## config.mk

```make
export PLATFORM = sky130hd
export DESIGN_NAME = bsg_mul_iterative_sequencer
export DESIGN_NICKNAME = d
export VERILOG_FILES = /design/src/rtl/bsg_mul_iterative_sequencer_pkg.sv /design/src/rtl/bsg_mul_result_format.sv /design/src/rtl/bsg_mul_iterative_sequencer.sv
export SDC_FILE = /design/constraint.sdc
export NUM_CORES = 1
export LEC_CHECK = 0
export ABC_CLOCK_PERIOD_IN_PS = 4200
export BUFFER_PORTS_ARGS = -buffer_cell sky130_fd_sc_hd__buf_2
export CAP_MARGIN = 5
export CORE_UTILIZATION = 46
export CTS_CLUSTER_DIAMETER = 30
export DETAILED_ROUTE_END_ITERATION = 12
export PLACE_DENSITY = 0.84
export SYNTH_ARGS = -nofsm -noshare
export SYNTH_HDL_FRONTEND = slang
export SYNTH_SLANG_ARGS = --single-unit
```

## constraint.sdc

```tcl
create_clock -name clk_i -period 4.2 [get_ports clk_i]
set_input_delay 0.21 -clock clk_i [delete_from_list [all_inputs] [get_ports clk_i]]
set_output_delay 0.21 -clock clk_i [all_outputs]
set_load 0.02 [all_outputs]
```

## src/rtl/bsg_mul_iterative_sequencer_pkg.sv

```systemverilog
// Shared types and op-decode helpers for the iterative multiplier sequencer.
package bsg_mul_iterative_seq_pkg;

    typedef enum logic [2:0] {
        eMUL    = 3'd0,
        eMULH   = 3'd1,
        eMULHSU = 3'd2,
        eMULHU  = 3'd3,
        eMULW   = 3'd4
    } mul_op_e;

    typedef enum logic [2:0] {
        eIdle  = 3'd0,
        eIssue = 3'd1,
        eWait  = 3'd2,
        eFix   = 3'd3,
        eResp  = 3'd4
    } seq_state_e;

    // Unused encodings 5-7 fold onto MUL.
    function automatic mul_op_e op_decode(logic [2:0] raw);
        case (raw)
            3'd1:    return eMULH;
            3'd2:    return eMULHSU;
            3'd3:    return eMULHU;
            3'd4:    return eMULW;
            default: return eMUL;
        endcase
    endfunction

    // MULHSU runs signed x signed and is corrected afterwards.
    function automatic logic op_needs_signed(mul_op_e op);
        return (op != eMULHU);
    endfunction

    function automatic logic op_is_high(mul_op_e op);
        return (op == eMULH) || (op == eMULHSU) || (op == eMULHU);
    endfunction

endpackage

```

## src/rtl/bsg_mul_result_format.sv

```systemverilog
// Combinational result-word selection and MULHSU high-word correction.
module bsg_mul_result_format
    import bsg_mul_iterative_seq_pkg::*;
#(
    parameter int width_p = 64
) (
    input  logic [2*width_p-1:0] prod,
    input  logic [2:0]           op,
    input  logic [width_p-1:0]   opA,
    input  logic [width_p-1:0]   opB,
    output logic [width_p-1:0]   word,
    output logic [width_p-1:0]   hi_fixed
);

    localparam int half_lp = width_p / 2;

    mul_op_e            op_e;
    logic [width_p-1:0] hi;
    logic [width_p-1:0] lo;

    assign op_e = mul_op_e'(op);
    assign hi   = prod[2*width_p-1:width_p];
    assign lo   = prod[width_p-1:0];

    // Treating rs2 as signed lost 2^width_p * rs1 when rs2's MSB is set.
    assign hi_fixed = hi + (opB[width_p-1] ? opA : '0);

    always_comb begin
        word = lo;
        if (op_is_high(op_e)) begin
            word = hi;
        end else if (op_e == eMULW) begin
            word = {{half_lp{lo[half_lp-1]}}, lo[half_lp-1:0]};
        end
    end

endmodule

```

## src/rtl/bsg_mul_iterative_sequencer.sv

```systemverilog
// Request/response sequencer in front of the iterative Booth multiplier.
// Optional product reuse is enabled by defining BSG_MUL_ITER_SEQ_REUSE_EN.
module bsg_mul_iterative_sequencer
    import bsg_mul_iterative_seq_pkg::*;
#(
    parameter int width_p     = 64,
    parameter int tag_width_p = 5
) (
    input  logic                   clk_i,
    input  logic                   reset_n_i,
    input  logic                   v_i,
    output logic                   ready_o,
    input  logic [2:0]             op_i,
    input  logic [width_p-1:0]     opA_i,
    input  logic [width_p-1:0]     opB_i,
    input  logic [tag_width_p-1:0] tag_i,
    output logic                   mul_v_o,
    input  logic                   mul_ready_i,
    output logic [width_p-1:0]     mul_opA_o,
    output logic [width_p-1:0]     mul_opB_o,
    output logic                   mul_signed_o,
    input  logic                   mul_v_i,
    input  logic [2*width_p-1:0]   mul_result_i,
    output logic                   mul_yumi_o,
    output logic                   v_o,
    output logic [width_p-1:0]     result_o,
    output logic [tag_width_p-1:0] tag_o,
    input  logic                   yumi_i
);

    seq_state_e             state, state_n;
    mul_op_e                op_r, op_in;
    logic [width_p-1:0]     opA_r, opB_r;
    logic [tag_width_p-1:0] tag_r;
    logic [2*width_p-1:0]   prod_r;
    logic [2*width_p-1:0]   hit_prod;
    logic [width_p-1:0]     word, hi_fixed;
    logic                   accept, hit;

    assign op_in  = op_decode(op_i);
    assign accept = v_i & ready_o;

    assign ready_o      = (state == eIdle);
    assign mul_v_o      = (state == eIssue);
    assign mul_yumi_o   = (state == eWait) & mul_v_i;
    assign v_o          = (state == eResp);
    assign mul_opA_o    = opA_r;
    assign mul_opB_o    = opB_r;
    assign mul_signed_o = op_needs_signed(op_r);
    assign result_o     = word;
    assign tag_o        = tag_r;

`ifdef BSG_MUL_ITER_SEQ_REUSE_EN
    logic [width_p-1:0]   last_opA, last_opB;
    logic                 last_signed;
    logic [2*width_p-1:0] last_prod;
    logic                 reuse_v;

    // Low-half ops are sign-independent, so any cached product serves them.
    assign hit = reuse_v && (opA_i == last_opA) && (opB_i == last_opB) &&
                 ((op_in == eMUL) || (op_in == eMULW) ||
                  (op_needs_signed(op_in) == last_signed));
    assign hit_prod = last_prod;

    always_ff @(posedge clk_i or negedge reset_n_i) begin
        if (!reset_n_i) begin
            last_opA    <= '0;
            last_opB    <= '0;
            last_signed <= 1'b0;
            last_prod   <= '0;
            reuse_v     <= 1'b0;
        end else if (mul_yumi_o) begin
            last_opA    <= opA_r;
            last_opB    <= opB_r;
            last_signed <= mul_signed_o;
            last_prod   <= mul_result_i;
            reuse_v     <= 1'b1;
        end
    end
`else
    assign hit      = 1'b0;
    assign hit_prod = '0;
`endif

    always_comb begin
        state_n = state;
        case (state)
            eIdle: begin
                if (accept) begin
                    if (hit) state_n = (op_in == eMULHSU) ? eFix : eResp;
                    else     state_n = eIssue;
                end
            end
            eIssue:  if (mul_ready_i) state_n = eWait;
            eWait:   if (mul_v_i) state_n = (op_r == eMULHSU) ? eFix : eResp;
            eFix:    state_n = eResp;
            eResp:   if (yumi_i) state_n = eIdle;
            default: state_n = eIdle;
        endcase
    end

    always_ff @(posedge clk_i or negedge reset_n_i) begin
        if (!reset_n_i) begin
            state  <= eIdle;
            op_r   <= eMUL;
            opA_r  <= '0;
            opB_r  <= '0;
            tag_r  <= '0;
            prod_r <= '0;
        end else begin
            state <= state_n;
            if (accept) begin
                op_r  <= op_in;
                opA_r <= opA_i;
                opB_r <= opB_i;
                tag_r <= tag_i;
            end
            if (accept && hit) prod_r <= hit_prod;
            if (mul_yumi_o) prod_r <= mul_result_i;
            if (state == eFix) prod_r[2*width_p-1:width_p] <= hi_fixed;
        end
    end

    bsg_mul_result_format #(.width_p(width_p)) fmt (
        .prod     (prod_r),
        .op       (op_r),
        .opA      (opA_r),
        .opB      (opB_r),
        .word     (word),
        .hi_fixed (hi_fixed)
    );

`ifndef SYNTHESIS
    // A result outside eWait would be silently dropped.
    assert property (@(posedge clk_i) disable iff (!reset_n_i) mul_v_i |-> (state == eWait))
        else $error("mul_v_i asserted outside eWait");
`endif

endmodule

```

* Word-level counts from Yosys, hierarchy flattened
Cells that the tools add are included.
** Word-level totals
- Input bits :: 270
- Register bits after elaboration :: 267
- Memory bits (read-only) :: 0
- Bits in writable memories :: 0
- Memories kept :: 0
- Latch bits :: 0
** Operators by class
- Reduce and logical (&&, ||, !) cells :: 5
- Divide/modulo/power cells :: 0
- Bitwise gates (word level) :: 2
- Equal/unequal tests :: 17
- Order comparisons :: 0
- $mul :: 0
- $add $sub $neg :: 1
- Mux-type cells :: 12
- Shift-type cells :: 0
** Operators by type and width (count)
- two-way mux 64 bit :: 4
- two-way mux 128 bit :: 1
- adder 64 bit :: 1
- == test 3 x 2 -> 1 bit (second input constant) :: 6
- two-way mux 3 bit :: 5
- one-hot mux 3 bit (5 select lines) :: 1
- one-hot mux 3 bit (4 select lines) :: 1
- == test 3 x 1 -> 1 bit (second input constant) :: 3
- == test 3 bit (second input constant) :: 3
- != test 2 x 1 -> 1 bit (second input constant) :: 3
- AND reduction 4 bit :: 1
- logical NOT 3 bit :: 1
- != test 3 x 2 -> 1 bit (second input constant) :: 1
- bitwise AND 1 bit :: 2
- logical OR 1 bit :: 2
- != test 2 bit (second input constant) :: 1
- nonzero test 2 bit :: 1

* Depth between registers and ports, before layout
- Depth after elaboration :: 4
- Depth in mapped cells :: 14
- Mapped depth without buffers :: 12

* Modules after synthesis
From an unflattened synthesis, not the netlist that was laid out.
** Unflattened totals
- Cells, all modules :: 1454
- Area total of the unflattened synthesis :: 15982.8 um^2
** Modules (own cells, without submodules)
- bsg_mul_iterative_sequencer :: area an instance 10829.1 um^2, instances 1, sequential area each 6681.4 um^2, cells each 669
- bsg_mul_result_format :: area an instance 5153.7 um^2, instances 1, sequential area each 0.0 um^2, cells each 785

* Worst setup path before layout
No wires, ideal clock.
- Kind :: register to register
- Start :: register opB_r[63], in the netlist mul_opB_o[63]
- End :: register prod_r[118]
- Arrival time :: 3.315 ns
- Slack :: 0.765 ns
- Path buffers :: 1
- Cell stages (with the launch flop) :: 14
- Cells stage by stage :: dfrtp_1 clkbuf_1 and2_1 ha_1 fa_1 a21oi_1 o22ai_1 o41ai_2 a211oi_2 a41oi_2 or4_4 nand2_1 a2111o_1 o211a_1
** On the way
- Longest elaborated chain between the ends :: 3
** RTL lines
- start: declaration :: RTL line bsg_mul_iterative_sequencer.sv:33 : logic [width_p-1:0] opA_r, opB_r;
- start signal: assignment :: RTL line bsg_mul_iterative_sequencer.sv:115 : opB_r <= opB_i;
- two-way mux 64 bit :: RTL line bsg_mul_result_format.sv:26 : assign hi_fixed = hi + (opB[width_p-1] ? opA : '0);
- adder 64 bit :: RTL line bsg_mul_result_format.sv:26
- two-way mux 64 bit :: RTL line bsg_mul_iterative_sequencer.sv:120 : if (state == eFix) prod_r[2*width_p-1:width_p] <= hi_fixed;
- end signal: assignment :: RTL line bsg_mul_iterative_sequencer.sv:118 : if (accept && hit) prod_r <= hit_prod;
- end signal: assignment :: RTL line bsg_mul_iterative_sequencer.sv:119 : if (mul_yumi_o) prod_r <= mul_result_i;
- end signal: indexed assignment :: RTL line bsg_mul_iterative_sequencer.sv:120
- end: declaration :: RTL line bsg_mul_iterative_sequencer.sv:35 : logic [2*width_p-1:0] prod_r;
Every way passes these cells.
A chain may end at the register's enable or synchronous reset.

* Worst setup path after layout
Same ends and word-level chain as after synthesis.

==> impl_metrics.py <==
metrics = {
    "critical_path": {
        "r2r_start": "mul_opB_o[63]$_DFFE_PN0P_",
        "reg2reg_to": "prod_r[118]$_DFFE_PN0P_",
        "crit_fanout": 31,
        "cp-end-kind": "register",
        "crit_end": "prod_r[118]$_DFFE_PN0P_",
        "crit_arrival_ns": 4.29,
        "critPathRequiredTime_ns": 4.66,
        "reg2reg_setup_slack_ns": 0.37,
        "crit_start": "mul_opB_o[63]$_DFFE_PN0P_",
        "cp-start-kind": "register",
        "path_class": "register to register",
        "ff2ff_path_depth": 12,
    },
    "cts": {
        "cts_buffer_depth": 3,
        "worst_skew_pair.late_latency_ns": 0.60,
        "numCtsBuffers": 66,
        "post_cts.repair.setup_buffers": 0,
        "clockRootBuffer": "clkbuf_16",
        "clk_pin_slew_ns": 0.05,
        "htree_levels": 3,
        "cts_tree": "built",
        "cts.sinks": 267,
    },
    "pwr": {
        "ir_drop_v": 0.000581,
        "power_mw": 21.7,
        "powerDensity_nw_per_um2": 930,
        "power.leakage_nw": 11.6,
    },
    "placement": {
        "pre_cts_ws_ns": 0.512,
        "numPortBuffers": 471,
        "place.gp.congestion": 0.938,
        "dp_hpwl_mm": 38.2,
    },
    "global_routing": {
        "grt_usage_pct": 39.7,
        "antenna_found_initial": 14,
        "grtUsageMet1_pct": 43.8,
        "grt_use_met3_pct": 11.5,
        "grt_overflow": 0,
        "grt_pass1_vias": 18600,
        "top_usage_layer": "met2",
        "grt_max_degree": 113,
        "grt_util_met2_pct": 64.4,
        "grt_pass1_wl_mm": 103,
    },
    "logic_synthesis": {
        "avgSynthCellArea_um2": 8.98,
        "syn_area_um2": 15500,
        "synth_edf_count": 0,
        "async_reset_ff_share_pct": 100,
        "synth-main-ff-cell": "dfrtp_1",
        "syn_inst": 1726,
        "ys.warnings.count": 0,
        "ys_ff_latch": 267,
        "ys_seq_area_share_pct": 43.1,
        "netlist-cell-type-count": 73,
        "synth_nets": 2060,
    },
    "routing": {
        "firstDrtPassIters": 6,
        "viasPerCell": 5.99,
        "ant_nets": 0,
        "vias": 17700,
        "drt-initial-drc-count": 1551,
        "drc": 0,
        "wl_per_cell_um": 22.9,
        "totalWireLength_mm": 67.8,
    },
    "timing": {
        "finalMaxSlewViolations": 0,
        "hold_viol": 0,
        "fin_ws_ns": 0.371,
        "post-route-period-util_pct": 91.2,
        "tightest_slew_ns": 1.22,
        "fin_crit_ns": 3.83,
        "fin_skew_ns": 0.0360,
        "rsz0062_at_grt": "no",
        "slew_headroom_pct": 18.2,
        "fmax_mhz": 261,
        "finalSetupTns_ns": 0,
        "setup_violations": 0,
        "holdWs_ns": 0.0277,
    },
    "floorplan": {
        "die-height_um": 186,
        "die_area_um2": 34400,
        "start_util_pct": 47.1,
        "num_rows": 66,
        "core_area_um2": 32900,
        "die_width_um": 186,
        "io_pins": 472,
    },
    "layout": {
        "final_util_pct": 70.9,
        "final_cell_mix": "nand2_1, buf_2, dfrtp_1",
        "drive_gt1_share_pct": 29.4,
        "area_growth_pct": 50.3,
        "fin_nets": 2780,
        "final_common_cell": "nand2_1",
    },
    "run": {
        "drv_cap": 0,
    },
    "worst_hold_path": {
        "hold_class": "input pin to register",
    },
    "outcome": {
        "status": "completed",
    },
}
==> metal layers <==
| metal | up-vias | routed length (um) |
|---|---|---|
| met5 | - | 42 |
| met2 | 1388 | 32100 |
| met4 | 6 | 5710 |
| met3 | 461 | 6150 |
| met1 | 8319 | 23700 |
| li1 | 7507 | - |
==> critical path: stages (launching register included) <==
cell	delay (ns)
dfrtp_2	0.50
buf_4	0.27
and2_1	0.19
ha_1	0.43
nand2_1	0.13
o211ai_1	0.20
a41oi_1	0.16
a211oi_2	0.45
a41oi_2	0.28
or4_4	0.61
nand2_1	0.15
a21oi_1	0.10
o211a_1	0.24
==> registers in the layout (all words and copies together) (netlist names) <==
| signal | count |
|---|---|
| tag_o | 5 |
| state | 3 |
| mul_opB_o | 64 |
| prod_r | 128 |
| op_r | 3 |
| mul_opA_o | 64 |
==> where the power goes <==
group | switching, mW | internal (mW)
clock | 1.85 | 3.71
sequential | 1.23 | 3.84
combinational | 7.01 | 4.03
==> stage by stage <==
step / cells / instance area, um^2
2_1_floorplan: 1726 / 15500
3_3_place_gp: 2558 / 18300
3_5_place_dp: 2558 / 18300
4_1_cts: 2941 / 23300
5_1_grt: 2949 / 23300
6_report: 2954 / 23300
==> cells in the mapped netlist, types with 3 or more instances <==
cell type / instances / share of area (%)
ha_1: 63 / 5.1
o31ai_1: 3 / 0.15
dfrtp_1: 267 / 43
mux2_2: 100 / 7.3
buf_1: 10 / 0.24
a31oi_1: 8 / 0.32
a41oi_1: 3 / 0.17
xnor2_1: 27 / 1.5
nand4_1: 23 / 0.93
o22ai_1: 3 / 0.12
nand3_1: 18 / 0.58
mux2i_1: 15 / 0.97
xor2_1: 28 / 1.6
o21ai_1: 5 / 0.16
o211ai_1: 5 / 0.24
o21ai_0: 75 / 2.4
a221o_1: 32 / 2.1
nand3b_1: 5 / 0.24
and2_1: 72 / 2.9
nand2_1: 489 / 12
o211a_1: 4 / 0.26
a21o_1: 29 / 1.4
buf_2: 9 / 0.29
o21bai_1: 17 / 0.82
nand2b_1: 4 / 0.16
nor4b_1: 3 / 0.17
clkbuf_1: 85 / 2.1
nor2_1: 45 / 1.1
a21oi_1: 97 / 3.1
nor3_1: 9 / 0.29
o21a_1: 6 / 0.29
a211oi_1: 19 / 0.92
or3_1: 4 / 0.16
a22oi_1: 32 / 1.6
inv_1: 20 / 0.48
a221oi_1: 3 / 0.17
nor2b_1: 27 / 1.1
and3_1: 13 / 0.52
==> cell families (layout without fill, tap and decap cells) <==
group / Yosys count / in the layout / synth area share (%)
flops: 267 / 267 / 43.1
simple gates: 727 / 727 / 20.8
xor+xnor: 55 / 55 / 3.11
other cells: 0 / 13 / 0
buf+inv: 126 / 899 / 3.17
compound gates: 372 / 372 / 16.3
fa+ha+maj: 64 / 64 / 5.22
mux: 115 / 115 / 8.24
==> final cells by class <==
| type | instances | area, um^2 |
|---|---|---|
| diodes | 13 | 32.5 |
| clock buffers | 82 | 1800 |
| clock inverters | 39 | 572 |
| fillers | 2153 | 9580 |
| inverters | 20 | 75.1 |
| multi-input cells | 1333 | 8370 |
| flip-flops and latches | 267 | 6680 |
| well taps | 442 | 553 |
| repair buffers | 758 | 5200 |
==> how the worst min path moves through the flow <==
stage | to | slack (ns) | start | cells after the start
floorplan | mul_opA_o[0]$_DFFE_PN0P_ | -0.09 | reset_n_i | 0
global placement | mul_opB_o[58]$_DFFE_PN0P_ | 0.31 | reset_n_i | 1
detailed placement | mul_opB_o[58]$_DFFE_PN0P_ | 0.33 | reset_n_i | 1
CTS | prod_r[121]$_DFFE_PN0P_ | 0.007 | mul_result_i[121] | 4
global route | prod_r[121]$_DFFE_PN0P_ | 0.006 | mul_result_i[121] | 4
finish | prod_r[121]$_DFFE_PN0P_ | 0.03 | mul_result_i[121] | 4
==> timing repair <==
item                                    4_1_cts  5_1_grt
hold buffers                                262        0
endpoints found under the setup margin        0        0
resized for setup                             0        0
endpoints found under the hold margin       363        0
(Power assumes the default switching activity.)
